**config.mk**
```make
export PLATFORM = sky130hd
export DESIGN_NAME = vpu_writeback
export DESIGN_NICKNAME = d
export VERILOG_FILES = /design/src/rtl/vpu_pkg.sv /design/src/rtl/wb_lane_fifo.sv /design/src/rtl/vpu_writeback.sv
export SDC_FILE = /design/constraint.sdc
export NUM_CORES = 1
export LEC_CHECK = 0
export BUFFER_PORTS_ARGS = -buffer_cell sky130_fd_sc_hd__clkbuf_2
export CORE_ASPECT_RATIO = 1.75
export CORE_UTILIZATION = 45
export DETAILED_ROUTE_END_ITERATION = 6
export GPL_TIMING_DRIVEN = 0
export PLACE_DENSITY = 0.76
export SETUP_SLACK_MARGIN = 0.15
export SKIP_CTS_REPAIR_TIMING = 1
export SLEW_MARGIN = 20
export SYNTH_ARGS = -nofsm -noshare
export SYNTH_HDL_FRONTEND = slang
export SYNTH_SLANG_ARGS = --single-unit
export TNS_END_PERCENT = 1
```
**constraint.sdc**
```tcl
create_clock -name clk -period 2.96 [get_ports clk]
set_input_delay 0.592 -clock clk [delete_from_list [all_inputs] [get_ports clk]]
set_output_delay 0.592 -clock clk [all_outputs]
set_load 0.05 [all_outputs]
```
**src/rtl/vpu_pkg.sv**
```systemverilog
// Shared types and sizing for the VPU writeback path.
// Holds the writeback state enum, the default geometry and the lane FIFO entry layout.
package vpu_pkg;

    localparam int WB_DATA_W        = 16;
    localparam int WB_ADDR_W        = 16;
    localparam int WB_B             = 4;
    localparam int WB_COLS_PER_LANE = 2;
    localparam int WB_TOTAL         = 2 * WB_B * WB_COLS_PER_LANE;

    typedef enum logic [1:0] {
        IDLE = 2'd0,
        RUN  = 2'd1,
        DONE = 2'd2
    } wb_state_t;

    typedef struct packed {
        logic [WB_ADDR_W-1:0] addr;
        logic [WB_DATA_W-1:0] data;
    } wb_entry_t;

endpackage

```
**src/rtl/wb_lane_fifo.sv**
```systemverilog
// Per-lane synchronous FIFO of {addr, data} entries.
// A push into a full FIFO is accepted only when the head is popped in the same cycle.
module wb_lane_fifo
    import vpu_pkg::*;
#(
    parameter int DEPTH = 4
) (
    input  logic      clk,
    input  logic      rst,
    input  logic      i_push,
    input  logic      i_pop,
    input  wb_entry_t i_wdata,
    output wb_entry_t o_rdata,
    output logic      o_full,
    output logic      o_empty
);

    localparam int PW = $clog2(DEPTH);

    // Pointers carry one extra wrap bit so full and empty can be told apart.
    logic [PW:0] r_wrPtr;
    logic [PW:0] r_rdPtr;
    wb_entry_t   r_mem [DEPTH];
    logic        w_doPush;
    logic        w_doPop;

    assign o_empty  = (r_wrPtr == r_rdPtr);
    assign o_full   = (r_wrPtr[PW] != r_rdPtr[PW]) && (r_wrPtr[PW-1:0] == r_rdPtr[PW-1:0]);
    assign w_doPop  = i_pop && !o_empty;
    assign w_doPush = i_push && (!o_full || w_doPop);
    assign o_rdata  = r_mem[r_rdPtr[PW-1:0]];

    always_ff @(posedge clk or posedge rst) begin
        if (rst) begin
            r_wrPtr <= '0;
            r_rdPtr <= '0;
        end else begin
            if (w_doPush) r_wrPtr <= r_wrPtr + 1'b1;
            if (w_doPop)  r_rdPtr <= r_rdPtr + 1'b1;
        end
    end

    always_ff @(posedge clk) begin
        if (w_doPush) r_mem[r_wrPtr[PW-1:0]] <= i_wdata;
    end

endmodule

```
**src/rtl/vpu_writeback.sv**
```systemverilog
// Buffers the two VPU output lanes and arbitrates them onto the UB write port,
// generating column-major addresses and signalling done after the last accepted write.
module vpu_writeback
    import vpu_pkg::*;
#(
    parameter int DATA_W        = WB_DATA_W,
    parameter int ADDR_W        = WB_ADDR_W,
    parameter int B             = WB_B,
    parameter int COLS_PER_LANE = WB_COLS_PER_LANE,
    parameter int FIFO_DEPTH    = 4
) (
    input  logic              clk,
    input  logic              rst,
    input  logic              start,
    input  logic [ADDR_W-1:0] base_addr,
    input  logic [DATA_W-1:0] lane_data_in_1,
    input  logic              lane_valid_in_1,
    input  logic [DATA_W-1:0] lane_data_in_2,
    input  logic              lane_valid_in_2,
    output logic              ub_wr_valid,
    input  logic              ub_wr_ready,
    output logic [ADDR_W-1:0] ub_wr_addr,
    output logic [DATA_W-1:0] ub_wr_data,
    output logic              busy,
    output logic              done,
    output logic              err
);

    localparam int TOTAL      = 2 * B * COLS_PER_LANE;
    localparam int LANE_TOTAL = B * COLS_PER_LANE;
    localparam int CNT_W      = $clog2(TOTAL + 1);

    wb_state_t         r_state;
    wb_state_t         w_nextState;
    logic [ADDR_W-1:0] r_base;
    logic [CNT_W-1:0]  r_accCnt;
    logic              r_ptr;
    logic              r_vld;
    logic [ADDR_W-1:0] r_addr;
    logic [DATA_W-1:0] r_data;

    logic              w_startRun;
    logic              w_handshake;
    logic              w_load;
    logic              w_grantAny;
    logic              w_grantLane;
    wb_entry_t         w_sel;
    logic [1:0]        w_laneValid;
    logic [1:0]        w_push;
    logic [1:0]        w_pop;
    logic [1:0]        w_full;
    logic [1:0]        w_empty;
    logic [1:0]        w_laneErr;
    logic [DATA_W-1:0] w_laneData [2];
    wb_entry_t         w_entryIn [2];
    wb_entry_t         w_head [2];

    assign w_startRun     = start && (r_state == IDLE);
    assign w_handshake    = r_vld && ub_wr_ready;
    assign w_laneValid    = {lane_valid_in_2, lane_valid_in_1};
    assign w_laneData[0]  = lane_data_in_1;
    assign w_laneData[1]  = lane_data_in_2;

    // Each lane owns its row/column/received counters and a FIFO; lane index gi picks the column parity.
    for (genvar gi = 0; gi < 2; gi++) begin : g_lane
        logic [CNT_W-1:0]  r_row;
        logic [CNT_W-1:0]  r_col;
        logic [CNT_W-1:0]  r_rcv;
        logic [ADDR_W-1:0] w_offset;
        logic              w_accept;

        assign w_accept  = (r_state == RUN) && w_laneValid[gi] && (r_rcv != CNT_W'(LANE_TOTAL));
        assign w_offset  = ADDR_W'(((32'(r_col) << 1) + 32'(gi)) * 32'(B) + 32'(r_row));
        assign w_push[gi] = w_accept;
        assign w_entryIn[gi].addr = WB_ADDR_W'(r_base + w_offset);
        assign w_entryIn[gi].data = WB_DATA_W'(w_laneData[gi]);
        assign w_laneErr[gi] = w_laneValid[gi] && (!w_accept || (w_full[gi] && !w_pop[gi]));

        always_ff @(posedge clk or posedge rst) begin
            if (rst) begin
                r_row <= '0;
                r_col <= '0;
                r_rcv <= '0;
            end else if (w_startRun) begin
                r_row <= '0;
                r_col <= '0;
                r_rcv <= '0;
            end else if (w_accept) begin
                r_rcv <= r_rcv + CNT_W'(1);
                if (r_row == CNT_W'(B - 1)) begin
                    r_row <= '0;
                    r_col <= r_col + CNT_W'(1);
                end else begin
                    r_row <= r_row + CNT_W'(1);
                end
            end
        end

        wb_lane_fifo #(.DEPTH(FIFO_DEPTH)) u_fifo (
            .clk     (clk),
            .rst     (rst),
            .i_push  (w_push[gi]),
            .i_pop   (w_pop[gi]),
            .i_wdata (w_entryIn[gi]),
            .o_rdata (w_head[gi]),
            .o_full  (w_full[gi]),
            .o_empty (w_empty[gi])
        );
    end

    // Round-robin only matters when both lanes have data; otherwise the lone lane wins.
    assign w_grantAny  = !w_empty[0] || !w_empty[1];
    assign w_grantLane = (!w_empty[0] && !w_empty[1]) ? r_ptr : w_empty[0];
    assign w_load      = !r_vld || ub_wr_ready;
    assign w_pop[0]    = w_load && w_grantAny && !w_grantLane;
    assign w_pop[1]    = w_load && w_grantAny && w_grantLane;
    assign w_sel       = w_grantLane ? w_head[1] : w_head[0];

    always_ff @(posedge clk or posedge rst) begin
        if (rst) begin
            r_vld  <= 1'b0;
            r_addr <= '0;
            r_data <= '0;
            r_ptr  <= 1'b0;
        end else if (w_load) begin
            r_vld <= w_grantAny;
            if (w_grantAny) begin
                r_addr <= ADDR_W'(w_sel.addr);
                r_data <= DATA_W'(w_sel.data);
                r_ptr  <= ~w_grantLane;
            end
        end
    end

    assign ub_wr_valid = r_vld;
    assign ub_wr_addr  = r_addr;
    assign ub_wr_data  = r_data;

    always_ff @(posedge clk or posedge rst) begin
        if (rst) begin
            r_state  <= IDLE;
            r_base   <= '0;
            r_accCnt <= '0;
            err      <= 1'b0;
        end else begin
            r_state <= w_nextState;
            if (w_startRun) begin
                r_base   <= base_addr;
                r_accCnt <= '0;
            end else if ((r_state == RUN) && w_handshake) begin
                r_accCnt <= r_accCnt + CNT_W'(1);
            end
            if (|w_laneErr)      err <= 1'b1;
            else if (w_startRun) err <= 1'b0;
        end
    end

    always_comb begin
        w_nextState = r_state;
        busy        = 1'b0;
        done        = 1'b0;
        case (r_state)
            IDLE: if (start) w_nextState = RUN;
            RUN: begin
                busy = 1'b1;
                if (w_handshake && (r_accCnt == CNT_W'(TOTAL - 1))) w_nextState = DONE;
            end
            DONE: begin
                done        = 1'b1;
                w_nextState = IDLE;
            end
            default: w_nextState = IDLE;
        endcase
    end

endmodule

```
==> summary.txt <==
Die
  – # rows: 88
  – Die width: 140 um
  – Core box area: 0.0330 sq mm
  – Die area: 0.0343 sq mm
  – Initial Utilization: 0.457
  – IO Pins: 90
  – Die Ht: ~240 um

CTS
  – CTS clk-pin slew, worst paths: around 0.070 ns
  – H-tree levels: 1
  – Sink Count: about 360
  – Clock tree from TritonCTS: built
  – CTS Buffer Depth: 3
  – CTS Buf Count: 30
  – Clk Latency, worst-skew pair: 0.56 ns
  – Clock root cell: clkbuf_16

Layout
  – Area growth from synthesis to layout: 16.8%
  – Design Area, Final: approximately 0.018 sq mm
  – Final core occ: 0.534
  – Layout cells sized above 1: 0.270
  – Diode count: 0
  – # nets final: between 1000 and 1500
  – Fillers: about 2600

Drt
  – Initial drt markers: 465
  – Drt drc: 0
  – Vias post-DR: about 8500
  – Top sig layer: met4
  – Final wirelength: 33500 um
  – Wire length on met1: 11900 um
  – Drt pass-1 iters: 4
  – WL met2: roughly 19000 um
  – Routed len/inst: 22.4 um
  – Wire length on met3: 1350 um
  – Antenna-violating nets left: 0
  – Vias per cell: approximately 5.7

Pwr
  – Final Total Pwr: 21300 uW
  – Maximum VDD drop: 0.429 mV
  – Power per cell area: ~1200 mW/mm^2
  – LEAKAGE: 0.00671 uW

Setup path
  – Req. time, crit path: between 3 and 4 ns
  – Worst Setup Start Kind: register
  – Reg2reg end: g_lane[0].u_fifo.r_mem[1][3]
  – Reg-to-reg critical path startpoint: g_lane[1].u_fifo.r_rdPtr[1]
  – R2R depth: 7
  – Worst Setup EP: g_lane[0].u_fifo.r_mem[1][3]
  – CP Capture Type: register
  – Worst-path fanout max: 19
  – Worst Setup SP: g_lane[1].u_fifo.r_rdPtr[1]
  – Register-to-register setup slack: -0.0003 ns
  – CP Class: register to register
  – Critical Path AT: 3.21 ns

Worst hold path
  – Hold Crit Class: primary input to async pin

Place
  – Routability congestion estimate: 0.796
  – Dpl ws: -0.115 ns
  – Dpl hpwl: 23000 um
  – Dpl cell area: 0.0164 sq mm
  – # port buffers: 89

Yosys
  – Synth top area share: 0.509
  – Synthesized flop and latch total: approximately 360
  – Mapped Nets: 1038
  – Most used DFF post-synth: edfxtp_1
  – Yosys top cell by area: edfxtp_1
  – Ranking of synthesized cells by area: edfxtp_1 51%, dfrtp_1 17%, mux4_2 9.5%, ha_1 4.0%, nand2_1 2.1%
  – Commonest cells in the netlist: 256 x edfxtp_1, 100 x dfrtp_1, 84 x nand2_1
  – Cells after Synth: 930
  – Compound-Gate Fraction of Synth Area: 0.0404
  – Largest family of logic cells by synthesized area: multiplexers
  – Syn Area/Cell: 16.2 sq um
  – Yosys synthesis warning count: 0
  – Register area share after synthesis: 0.675
  – Async set-or-reset flop fraction in the synthesized netlist: 0.281
  – Mux cell area share after synthesis: 0.115
  – Simple-gate area share of the yosys netlist: 0.0664
  – Xor and xnor area share after synthesis: 0.0354
  – Most frequent cell after synthesis: edfxtp_1
  – Number of enable flip-flop cells after synthesis: 256
  – Synth Area in Adders: 0.0477
  – Cell variety after synth: 52
  – Synthesized cell area: 0.0151 sq mm

Outcome
  – Status: finished with violations
  – Failing checks: setup timing

Timing
  – Unrepaired setup endpoints after global routing: true
  – Fin Hold WS: 0.00793 ns
  – Clk_skew: 0.0183 ns
  – Min setup slack post-route: -0.000345 ns
  – Slew Limit Fails: 0
  – Worst-margin pin slew: 1.02 ns
  – Fmax achieved: 0.338 GHz
  – Final worst path period share: 1.00
  – Final setup viols: 1
  – Slew headroom: 0.320
  – Final hold violation count: 0
  – Tmin final: 2.96 ns

Global routing
  – Tot GR Track Use: 0.198
  – Initial antenna violation count: 0
  – Vias in the first global route: 9062
  – First-pass GRT wire length: 51000 um
  – Largest net degree at the start of global routing: 33
  – Overflow after GRT: 0

Job
  – Max cap viols: 0
[cell families (layout without fill, tap and decap cells)]
| family | Yosys count | after routing |
|---|---|---|
| flip-flops | 356 | 356 |
| buffers and inverters | 76 | 236 |
| adder cells (fa/ha/maj) | 54 | 54 |
| AO/OA/AOI/OAI | 82 | 82 |
| multiplexers | 91 | 91 |
| XOR/XNOR | 61 | 61 |
| AND/OR/NAND/NOR | 210 | 210 |
[critical path: stages (launching register included)]
cell      delay [ns]
dfrtp_1         0.35
clkbuf_1        0.43
xnor2_1         0.21
nand3_1         0.12
a21oi_1         0.28
o21ai_1         0.35
nor2_4          0.69
buf_16          0.23
[per-layer routing]
metal,global-route usage,up-vias
met5,0,-
met4,0.0761,0
met3,0.0247,77
met2,0.388,253
met1,0.213,4342
li1,-,3799
[worst min-delay path by stage]
| stage | start | endpoint | slack (ns) | cells after the start |
|---|---|---|---|---|
| 5_1_grt | rst | r_base[8] | 0.04 | 2 |
| 3_5_place_dp | ub_wr_addr[13] | ub_wr_addr[13] | 0.46 | 2 |
| 3_3_place_gp | ub_wr_data[2] | ub_wr_data[2] | 0.45 | 2 |
| 4_1_cts | rst | r_base[9] | 0.003 | 2 |
| 2_1_floorplan | g_lane[0].u_fifo.r_rdPtr[2] | g_lane[0].u_fifo.r_rdPtr[2] | 0.46 | 1 |
| 6_report | rst | ub_wr_addr[8] | 0.008 | 2 |
[layout by cell type (no fill, tap or decap), types with 4 or more instances in the layout]
cell and instances:
edfxtp_1 256, dfrtp_1 100, clkbuf_2 91, nand2_1 84
mux4_2 64, nor2_1 55, ha_1 47, xnor2_1 32
a32oi_1 32, clkbuf_16 32, inv_1 31, clkbuf_1 22
xor2_1 22, mux2_2 18, nand3_1 11, o21ai_0 11
buf_2 10, mux2i_1 9, a21oi_1 9, buf_4 7
and3_1 7, nand4_1 7, nor2b_1 6, nor2_4 6
fa_1 6, bufinv_16 6, buf_12 6, buf_1 5
clkinv_2 5, buf_16 5, nand2b_1 4, nand3b_1 4
xor2_2 4, clkbuf_8 4
[where the power goes]
group | switching (uW) | total (uW) | internal (uW)
registers | 889 | 8630 | 7740
clock network | 1770 | 4320 | 2550
logic | 5150 | 8390 | 3240
total | 7810 | 21300 | 13500
[area by class of cell]
class	count	area (sq um)	area share
Sequential cell	356	10200	0.578
Multi-Input combinational cell	498	4770	0.271
Clock buffer	37	838	0.0475
Timing Repair Buffer	104	751	0.0426
Tap cell	405	507	0.0287
Clock inverter	19	264	0.0150
Buffer	41	184	0.0104
Inverter	35	135	0.00766
[sequential cells by signal, indices dropped and copies added, names as in the netlist]
register and flops:
ub_wr_valid 1, g_lane.r_rcv 10, err 1, ub_wr_data 16, r_state 2, g_lane.u_fifo.r_rdPtr 6, r_ptr 1, r_accCnt 5
g_lane.u_fifo.r_mem 256, g_lane.r_col 10, g_lane.u_fifo.r_wrPtr 6, r_base 16, ub_wr_addr 16, g_lane.r_row 10
[through the flow]
step	setup TNS, ns	std cells
6_report	-0.000345	1495
5_1_grt	-3.08	1495
4_1_cts	-2.09	1491
3_5_place_dp	-2.47	1435
3_3_place_gp	-355.01	1424
2_1_floorplan	-21.61	930
Note: power is estimated with default switching activity, not from simulation.
